==> src/rtl/mem_arbiter.sv <==
// mem_arbiter: shares one 8-bit external memory between two requesters.
// Each access runs IDLE -> ACCESS -> DONE, and every output is a register.
module mem_arbiter #(
   parameter int WIDTH  = 8,
   parameter int RD_LAT = 1,
   parameter int RR_EN  = 1
) (
   input  logic             clk,
   input  logic             reset,
   input  logic             req0,
   input  logic             we0,
   input  logic [WIDTH-1:0] adr0,
   input  logic [WIDTH-1:0] wdata0,
   output logic             gnt0,
   output logic             done0,
   output logic [WIDTH-1:0] rdata0,
   input  logic             req1,
   input  logic             we1,
   input  logic [WIDTH-1:0] adr1,
   input  logic [WIDTH-1:0] wdata1,
   output logic             gnt1,
   output logic             done1,
   output logic [WIDTH-1:0] rdata1,
   output logic             mem_we,
   output logic [WIDTH-1:0] mem_adr,
   output logic [WIDTH-1:0] mem_wdata,
   input  logic [WIDTH-1:0] mem_rdata,
   output logic             busy
);

   typedef enum logic [1:0] {IDLE, ACCESS, DONE} state_t;

   localparam logic [1:0] LAST_CNT = 2'(RD_LAT - 1);

   if (RD_LAT < 1 || RD_LAT > 3) begin : g_bad_rd_lat
      $fatal(1, "mem_arbiter: RD_LAT=%0d is outside the legal range 1..3", RD_LAT);
   end

   state_t           state_q;
   logic [1:0]       cnt_q;
   logic             last_q;
   logic             owner_q;
   logic             gnt0_q, gnt1_q, done0_q, done1_q, busy_q, mem_we_q;
   logic [WIDTH-1:0] rdata0_q, rdata1_q, mem_adr_q, mem_wdata_q;
   logic             pick1_d;

   // Port 1 wins when it is alone, or on a tie when round-robin says port 0 went last.
   always_comb begin
      pick1_d = req1 && (!req0 || ((RR_EN != 0) && !last_q));
   end

   // mem_we_q doubles as the write flag: it is high only in a write's single ACCESS cycle.
   always_ff @(posedge clk or negedge reset) begin
      if (!reset) begin
         state_q     <= IDLE;
         cnt_q       <= 2'd0;
         last_q      <= 1'b1;
         owner_q     <= 1'b0;
         gnt0_q      <= 1'b0;
         gnt1_q      <= 1'b0;
         done0_q     <= 1'b0;
         done1_q     <= 1'b0;
         busy_q      <= 1'b0;
         mem_we_q    <= 1'b0;
         rdata0_q    <= '0;
         rdata1_q    <= '0;
         mem_adr_q   <= '0;
         mem_wdata_q <= '0;
      end else begin
         case (state_q)
            IDLE: begin
               if (req0 || req1) begin
                  owner_q     <= pick1_d;
                  last_q      <= pick1_d;
                  mem_we_q    <= pick1_d ? we1 : we0;
                  mem_adr_q   <= pick1_d ? adr1 : adr0;
                  mem_wdata_q <= pick1_d ? wdata1 : wdata0;
                  gnt0_q      <= !pick1_d;
                  gnt1_q      <= pick1_d;
                  cnt_q       <= 2'd0;
                  busy_q      <= 1'b1;
                  state_q     <= ACCESS;
               end
            end
            ACCESS: begin
               gnt0_q <= 1'b0;
               gnt1_q <= 1'b0;
               if (mem_we_q || cnt_q == LAST_CNT) begin
                  mem_we_q <= 1'b0;
                  if (!mem_we_q) begin
                     if (owner_q) rdata1_q <= mem_rdata;
                     else         rdata0_q <= mem_rdata;
                  end
                  done0_q <= !owner_q;
                  done1_q <= owner_q;
                  state_q <= DONE;
               end else begin
                  cnt_q <= cnt_q + 2'd1;
               end
            end
            DONE: begin
               done0_q <= 1'b0;
               done1_q <= 1'b0;
               busy_q  <= 1'b0;
               state_q <= IDLE;
            end
            default: begin
               state_q <= IDLE;
            end
         endcase
      end
   end

   assign gnt0      = gnt0_q;
   assign gnt1      = gnt1_q;
   assign done0     = done0_q;
   assign done1     = done1_q;
   assign rdata0    = rdata0_q;
   assign rdata1    = rdata1_q;
   assign mem_we    = mem_we_q;
   assign mem_adr   = mem_adr_q;
   assign mem_wdata = mem_wdata_q;
   assign busy      = busy_q;

endmodule

==> config.mk <==
export PLATFORM = sky130hd
export DESIGN_NAME = mem_arbiter
export DESIGN_NICKNAME = d
export VERILOG_FILES = /design/src/rtl/mem_arbiter.sv
export SDC_FILE = /design/constraint.sdc
export NUM_CORES = 1
export LEC_CHECK = 0
export CAP_MARGIN = 10
export CORE_ASPECT_RATIO = 0.8
export CORE_MARGIN = 5
export CORE_UTILIZATION = 42
export DETAILED_ROUTE_END_ITERATION = 10
export PLACE_DENSITY = 0.79
export RECOVER_POWER = 25
export SLEW_MARGIN = 0
export SYNTH_ARGS = -nofsm -noshare
export SYNTH_HDL_FRONTEND = slang
export SYNTH_SLANG_ARGS = --single-unit
==> constraint.sdc <==
create_clock -name clk -period 2.3 [get_ports clk]
set_input_delay 0.69 -clock clk [delete_from_list [all_inputs] [get_ports clk]]
set_output_delay 0.69 -clock clk [all_outputs]
set_load 0.01 [all_outputs]
# After elaboration in Yosys (flattened, before gate mapping)
# Index checks and enable logic that the tools add are counted.
word_totals:
  regBits: 44
  inputBits: 46
  out_inout_bits: 38
  wordCells: 66
classes:
  addsub: 1
  n_eq_ne: 5
  n_mux: 22
  bitwise: 2
  reduce_logical: 22
ops:
  columns: ["op", "count"]
  rows:
  - ["$mux 8", 2]
  - ["$pmux 1 s2", 6]
  - ["$reduce_and 2->1", 5]
  - ["$mux 1", 8]
  - ["$mux 2", 4]
  - ["$pmux 2 s2", 2]
  - ["$reduce_and 4->1", 2]
  - ["$ne 2x2->1 const B", 3]
  - ["$reduce_and 3->1", 2]
  - ["$reduce_bool 2->1", 3]
  - ["$logic_not 1->1", 4]
  - ["$logic_not 2->1", 2]
  - ["$logic_or 1x1->1", 3]
  - ["$add 2x1->2 const B", 1]
  - ["$eq 2x1->1 const B", 1]
  - ["$eq 2x2->1 const B", 1]
  - ["$not 1->1", 2]
  - ["$logic_and 1x1->1", 1]

# Longest topological paths before layout
# Gate-level depths: netlist (run 1).
logic_depth:
  ltp_word: 6
  mapped_depth: 5
  mapped_depth_nobuf: 5

# Worst setup path after synthesis (run 1)
# OpenSTA, ideal clock, no wires.
synth_path:
  kind: "input to register"
  start: "input req1"
  end: "register mem_adr_q[0], in the netlist mem_adr[0]"
  setup_time_ns: 0.111
  arrival_ns: 1.606
  required_ns: 2.189
  setup_slack_ns: 0.583
  path_stages: 5
  path_buffers: 2
  path_cell_list: "nor2b_1 and3b_1 clkbuf_1 buf_2 a222oi_1"
synth_between:
  elab_chain_len: 2
  word_cells_on_any_way: 4
  cone_classes: "1 x mux; 3 x reduce/logical"
synth_lines:
  columns: ["item", "line_no", "source"]
  rows:
  - ["start, declared", "17", "input logic req1,"]
  - ["$logic_and 1x1->1 or $logic_or 1x1->1 (tied branches)", "49, 72", null]
  - ["$mux 8 or $reduce_and 2->1 (tied branches)", null, null]
  - ["end signal, assigned", "76", "mem_adr_q <= pick1_d ? adr1 : adr0;"]
  - ["end, declared", "44", "logic [WIDTH-1:0] rdata0_q, rdata1_q, mem_adr_q, mem_wdata_q;"]
# Parallel ways exist; a longest one is shown, timed or not.
# A chain may end at the register's enable or synchronous reset.

# Worst setup path in the final report (run 1)
layout_path:
  start: "input req1"
  end: "register mem_adr_q[2], in the netlist mem_adr[2]"
# The elaborated chain is that of the path after synthesis.

==> results of run 1 <==
==> metrics by stage <==
stage / TNS, ps / instances / instance area (um^2) / worst slack (ps) / total power [uW]
floorplan: 0 / 172 / 1960 / 583 / 2270
global placement: -26.1 / 314 / 2870 / -3.94 / 3160
detailed placement: -1040 / 314 / 2870 / -93.4 / 3230
CTS: 0 / 322 / 2950 / 204 / 3700
global route: 0 / 322 / 2950 / 110 / 3900
finish: 0 / 322 / 2950 / 203 / 3660
==> final cells by class <==
class / count / area share
sequential: 44 / 0.374
tap: 60 / 0.0254
timing repair buffer: 88 / 0.292
inverter: 53 / 0.0674
clock inverter: 1 / 0.00170
clock buffer: 7 / 0.0259
multi-input combinational: 69 / 0.214
==> sequential cells by signal (all words and copies together), names as in the netlist, 2 cells and up <==
register / count
mem_adr: 8
mem_wdata: 8
rdata0: 8
cnt_q: 2
state_q: 2
rdata1: 8
==> power breakdown <==
group	leakage (uW)	internal, uW	total [uW]	switching (uW)
clock	0.0000422	213	459	246
combinational	0.000901	1080	1790	718
sequential	0.000511	1150	1410	261
total	0.00145	2440	3660	1230
==> per-layer routing <==
metal  global-route usage  part of all wire  vias up
li1                     -                 -      750
met1                0.222              0.43      756
met2                0.258              0.49       58
met3               0.0338             0.061        7
met4               0.0588             0.014        0
met5                    0                 0        -
==> cell families (layout without fill, tap and decap cells) <==
group | Yosys count | in the layout | synth area share
buffers and inverters | 59 | 149 | 0.117
DFF | 44 | 44 | 0.561
AOI/OAI and AO/OA | 26 | 26 | 0.115
and+or+nand+nor | 23 | 23 | 0.0783
muxes | 19 | 19 | 0.122
adders and majority gates | 1 | 1 | 0.00637
==> synth_stat cells <==
cell | instances | area, um^2
o21ai_0 | 2 | 10.0
nand2b_4 | 1 | 13.8
or2_2 | 1 | 6.26
o21ai_1 | 1 | 5.00
dfrtp_1 | 43 | 1080
ha_1 | 1 | 12.5
mux2_2 | 8 | 90.1
nor2_1 | 5 | 18.8
o221ai_1 | 1 | 8.76
a222oi_1 | 16 | 160
dfstp_2 | 1 | 26.3
a21oi_1 | 2 | 10.0
nor2b_1 | 1 | 6.26
buf_6 | 1 | 11.3
o21a_1 | 1 | 7.51
and3b_1 | 1 | 8.76
buf_2 | 1 | 5.00
o22ai_1 | 1 | 6.26
or4b_4 | 1 | 13.8
mux2i_1 | 3 | 30.0
o21bai_1 | 1 | 7.51
nor4b_4 | 1 | 23.8
mux2_4 | 8 | 120
nand2_1 | 6 | 22.5
and3_1 | 1 | 6.26
clkbuf_1 | 4 | 15.0
or4b_2 | 1 | 10.0
inv_1 | 53 | 199
nor3_1 | 1 | 5.00
nand2b_1 | 3 | 18.8
a221o_1 | 1 | 10.0
==> path summary, 6_finish.rpt <==
kind | endpoint | slack, ps | cells after the start
max reg2reg | cnt_q[1] | 520 | 5
min in group asynchronous | rdata1[5] | 650 | 2
min | cnt_q[0] | 480 | 1
max in group asynchronous | mem_adr[6] | 1020 | 2
max | mem_adr[2] | 200 | 4
min reg2reg | cnt_q[0] | 480 | 1
==> worst max-delay path: stages <==
cell and delay [ps]:
clkdlybuf4s50_1 500, nor2b_1 180, and3b_1 610, a222oi_1 250
==> results.txt, run 1 <==
----------------------------------------------------
[Synthesis]
  Average cell area after synthesis ... between 10 and 15 um^2
  Register bit count reported by yosys ... 44
  Total number of yosys warnings ... 0
  Post-synthesis net count ... 219
  Post-synthesis instance area ... 0.00196 mm^2
  Share of the yosys chip area belonging to registers ... 0.561
  Cell count after synthesis ... 172
  Number of unique standard cell types used by synthesis ... 31

[Routing]
  Drt first pass iters ... 5
  Wire length after detailed routing ... approximately 4800 um
  Detail-routed via count per cell ... 4.88
  Vias after detailed routing ... 1571
  WL/cell ... 15.0 um
  DRC marker count from the first detailed-route iteration ... 95
  Count of unresolved DRC violations after routing ... 0
  Remaining antenna violation count ... 0

[STA]
  Final hold violation count ... 0
  Unrepaired setup endpoints after global routing ... no
  Number of setup violations in the final report ... 0
  Time the worst path needs with I/O delays and setup ... 2100 ps
  Worst-case clock skew ... 9.95 ps
  Period utilization ... 0.912
  Worst-margin pin slew ... around 1000 ps
  Number of max-slew violations in the final report ... 0
  F_max ... 477 MHz
  Tightest hold margin ... 475 ps
  Remaining max-slew budget at the tightest pin ... 0.319

[Floorplan]
  Area of the die ... 0.00615 mm^2
  Row count ... 22
  Initial standard-cell utilization of the core ... 0.430
  Chip height ... 71.2 um
  X dimension of the die ... 86.5 um
  Placeable core region ... 0.00457 mm^2
  Ports ... 84

[Global route]
  Wire length of the first global-routing pass ... roughly 7900 um
  Via count of the first global-routing pass ... ~1600
  Largest net degree at the start of global routing ... 45
  Tot GR Track Use ... 0.163
  Overall overflow remaining after global route ... 0
  Antenna violations before repair ... 0

[Finish]
  FILL cells ... 386
  Layout cell share with drive strength beyond 1 ... 0.130
  Area of the multi-input gates ... 632 um^2
  Most frequent standard cell in the layout excluding fill and tap cells ... clkdlybuf4s50_1
  Final net count ... between 300 and 400
  Antenna cell count ... 0
  Flip-flop and latch area ... 0.00110 mm^2
  Layout Area Growth over Synthesis ... 50.2%
  Final standard cell utilization of the core ... 0.646
  Leading cell types in the layout, fill and taps excluded ... 82 x clkdlybuf4s50_1, 53 x inv_1, 43 x dfrtp_1

[Status]
  Result of the run ... complete, no violations

[Clock tree]
  Cts repair resizes ... 0
  Clock tree sinks ... 44
  Number of levels in the clock H-tree ... 2
  Worst skew pair latency ... 290 ps
  CTS tree ... yes
  Clock slew at the register clock pins of the worst setup and hold paths ... 80 ps
  Largest buffer count on any clock path ... 2
  CTS hold repair buffers ... 0
  Number of post-CTS setup repair buffers ... 0
  CTS Buf Count ... 5
  Root cell of the clock tree ... clkbuf_8

[Placement]
  Post-detailed-placement half-perimeter wirelength ... 3640 um
  Count of input and output buffers ... 83
  Placer Congestion ... approximately 0.81

[Power and ir drop]
  Power Dens Cells ... 1240 mW/mm^2
  VDD IR max ... approximately 570 uV
  Reported leakage power ... between 0.001 and 0.0015 uW

[Setup path]
  Signal arrival time at the worst endpoint ... roughly 2200 ps
  Element type at the critical path start ... primary input
  Start of the worst register-to-register path ... cnt_q[0]
  CP max FO ... 17
  Crit. Startpoint ... req1
  Type of destination of the critical path ... flip-flop
  Category of the most critical setup path ... primary input to flip-flop
  Req. time, crit path ... between 2000 and 2500 ps

[Hold path]
  Min-Delay Path Class ... flip-flop to flip-flop
  Critical hold path startpoint ... cnt_q[0]

[Flow run]
  Number of max-capacitance violations reported ... 0

----------------------------------------------------
Note: power is estimated with default switching activity, not from simulation.
==> run 2, diff against run 1 <==
--- a/config.mk
+++ b/config.mk
@@ -12,6 +12,7 @@
 export DETAILED_ROUTE_END_ITERATION = 10
 export PLACE_DENSITY = 0.79
 export RECOVER_POWER = 25
+export SKIP_CTS_REPAIR_TIMING = 1
 export SLEW_MARGIN = 0
 export SYNTH_ARGS = -nofsm -noshare
 export SYNTH_HDL_FRONTEND = slang
==> results of run 2 <==
Final layout, timing and power as in run 1 (identical DEF).
==> run 3, diff against run 2 <==
--- a/config.mk
+++ b/config.mk
@@ -10,7 +10,8 @@
 export CORE_MARGIN = 5
 export CORE_UTILIZATION = 42
 export DETAILED_ROUTE_END_ITERATION = 10
-export PLACE_DENSITY = 0.79
+export HOLD_SLACK_MARGIN = 0.03
+export PLACE_DENSITY_LB_ADDON = 0.08
 export RECOVER_POWER = 25
 export SKIP_CTS_REPAIR_TIMING = 1
 export SLEW_MARGIN = 0
==> run 3 against run 2 <==
Compared with the run above:
- final cell count down 0.31%
- sequential share of layout area down 0.84 points
- setup slack worse by 22 ps
- non-clock buffer count unchanged
- first-iteration DRC count up 51%
- maximum frequency down 1.0%
- design area up 2.3%
- global-route usage down 0.75 points
- largest cell class unchanged
- largest power group unchanged
- highest routed layer unchanged
==> results.txt, run 3 (synthesized netlist as in run 1, its figures left out) <==
----------------------------------------------------
[Status]
  Result of the run ... complete, no violations

[Finish]
  Flip-flop and latch area ... 0.00110 mm^2 (unchanged)
  Most frequent standard cell in the layout excluding fill and tap cells ... clkdlybuf4s50_1
  Layout cell share with drive strength beyond 1 ... 0.126 (-0.00333)
  Final net count ... 308 (unchanged)
  Final standard cell utilization of the core ... 0.660 (+0.0148)
  Area of the multi-input gates ... 632 um^2 (unchanged)
  Leading cell types in the layout, fill and taps excluded ... 82 x clkdlybuf4s50_1, 53 x inv_1, 43 x dfrtp_1
  Cell Count, Final, Fillers Out ... 321 (-0.31%)
  FILL cells ... 413 (+7.0%)
  Antenna cell count ... 0 (unchanged)
  Layout Area Growth over Synthesis ... 53.6%

[Setup path]
  Req. time, crit path ... 2440 ps (about the same)
  Category of the most critical setup path ... primary input to flip-flop
  Type of destination of the critical path ... flip-flop
  Element type at the critical path start ... primary input
  CP max FO ... 17 (unchanged)
  Signal arrival time at the worst endpoint ... 2250 ps (+20 ps)

[Routing]
  Detail-routed via count per cell ... 4.75 (-2.6%)
  DRC marker count from the first detailed-route iteration ... 143 (+51%)
  WL/cell ... 14.6 um (-2.8%)
  Count of unresolved DRC violations after routing ... 0 (unchanged)
  Remaining antenna violation count ... 0 (unchanged)
  Wire length after detailed routing ... 4670 um (-3.1%)
  Vias after detailed routing ... 1525 (-2.9%)
  Drt first pass iters ... 5 (unchanged)

[Global route]
  Tot GR Track Use ... 0.156 (-0.00749)
  Largest net degree at the start of global routing ... 27 (-40%)
  Overall overflow remaining after global route ... 0 (unchanged)
  Antenna violations before repair ... 0 (unchanged)
  Wire length of the first global-routing pass ... 7560 um (-4.8%)
  Via count of the first global-routing pass ... 1543 (-5.6%)

[Power and ir drop]
  VDD IR max ... 752 uV (+32%)
  Reported leakage power ... 0.00148 uW (+1.7%)
  Power Dens Cells ... 1290 mW/mm^2 (+3.8%)

[STA]
  Remaining max-slew budget at the tightest pin ... 0.0510 (-0.268)
  Worst-case clock skew ... 6.07 ps (-3.88 ps)
  Period utilization ... 0.921 (+0.00938)
  Number of max-slew violations in the final report ... 0 (unchanged)
  Time the worst path needs with I/O delays and setup ... 2120 ps (+21.6 ps)
  Number of setup violations in the final report ... 0 (unchanged)
  Unrepaired setup endpoints after global routing ... no
  Final hold violation count ... 0 (unchanged)
  F_max ... 472 MHz (-1.0%)
  Worst-margin pin slew ... 1420 ps (+401 ps)

[Floorplan]
  Initial standard-cell utilization of the core ... 0.430 (unchanged)
  X dimension of the die ... 86.5 um (unchanged)
  Ports ... 84 (unchanged)
  Area of the die ... 0.00615 mm^2 (unchanged)
  Chip height ... 71.2 um (unchanged)
  Placeable core region ... 0.00457 mm^2 (unchanged)
  Row count ... 22 (unchanged)

[Clock tree]
  Clock slew at the register clock pins of the worst setup and hold paths ... 80 ps (about the same)
  Root cell of the clock tree ... clkbuf_8
  CTS tree ... yes
  Largest buffer count on any clock path ... 2 (unchanged)
  CTS Buf Count ... 5 (unchanged)
  Number of levels in the clock H-tree ... 2 (unchanged)
  Clock tree sinks ... 44 (unchanged)
  Worst skew pair latency ... 290 ps (about the same)

[Placement]
  Count of input and output buffers ... 83 (unchanged)
  Post-detailed-placement half-perimeter wirelength ... 3420 um (-6.1%)
  Placer Congestion ... 0.722 (-11%)
  Number of cells in the design after placement ... 314 (unchanged)

[Flow run]
  Number of max-capacitance violations reported ... 0 (unchanged)

[Hold path]
  Min-Delay Path Class ... flip-flop to flip-flop

----------------------------------------------------
## run 3: changes by cell type in the layout (fill, tap and decap cells not counted), sizes merged
cell    previous run  this run
bufinv             0         2
clkinv             1         0
buf                5         3
## run 3: critical path, stage by stage
cell and delay [ps]:
clkdlybuf4s50_1 530, nor2b_1 180, and3b_1 610, a222oi_1 240
## run 3: where the power goes
part / switching (uW) / internal, uW / leakage, uW
clock: 256 / 428 / 0.0000642
sequential: 242 / 1150 / 0.000511
combinational: 716 / 1100 / 0.000904
## run 3: layout make-up
class,instances,share of cell area
Sequential cell,44,0.365
Clock buffer,5,0.0228
Multi-Input combinational cell,69,0.209
Tap cell,60,0.0249
Clock inverter,2,0.0199
Inverter,53,0.0659
Timing Repair Buffer,88,0.292
## run 3: final timing paths
kind                       startpoint          to  slack (ps)  cells past startpoint
setup / recovery                 req1  mem_adr[6]         180                      4
hold / removal                 last_q      last_q         480                      2
setup reg to reg             cnt_q[0]    cnt_q[1]         510                      5
hold reg to reg                last_q      last_q         480                      2
max in group asynchronous       reset   rdata1[3]         480                      2
min in group asynchronous       reset   rdata1[7]         720                      1
## run 3: through the flow
stage	worst slack (ps)	total power (uW)	hold slack [ps]	area [um^2]	TNS, ps
2_1_floorplan	583	2270	394	1960	0
3_3_place_gp	-48.3	3220	459	2900	-735
3_5_place_dp	-119	3240	463	2900	-1620
4_1_cts	202	3940	411	3030	0
5_1_grt	87.5	4130	502	3020	0
6_report	181	3890	478	3020	0
## run 3: layer usage
metal  global-route usage  up-vias  wire, um
li1                     -      744         -
met1                0.219      725      2110
met2                0.227       52      2140
met3               0.0570        4       379
met4               0.0415        0        43
met5                    0        -         0
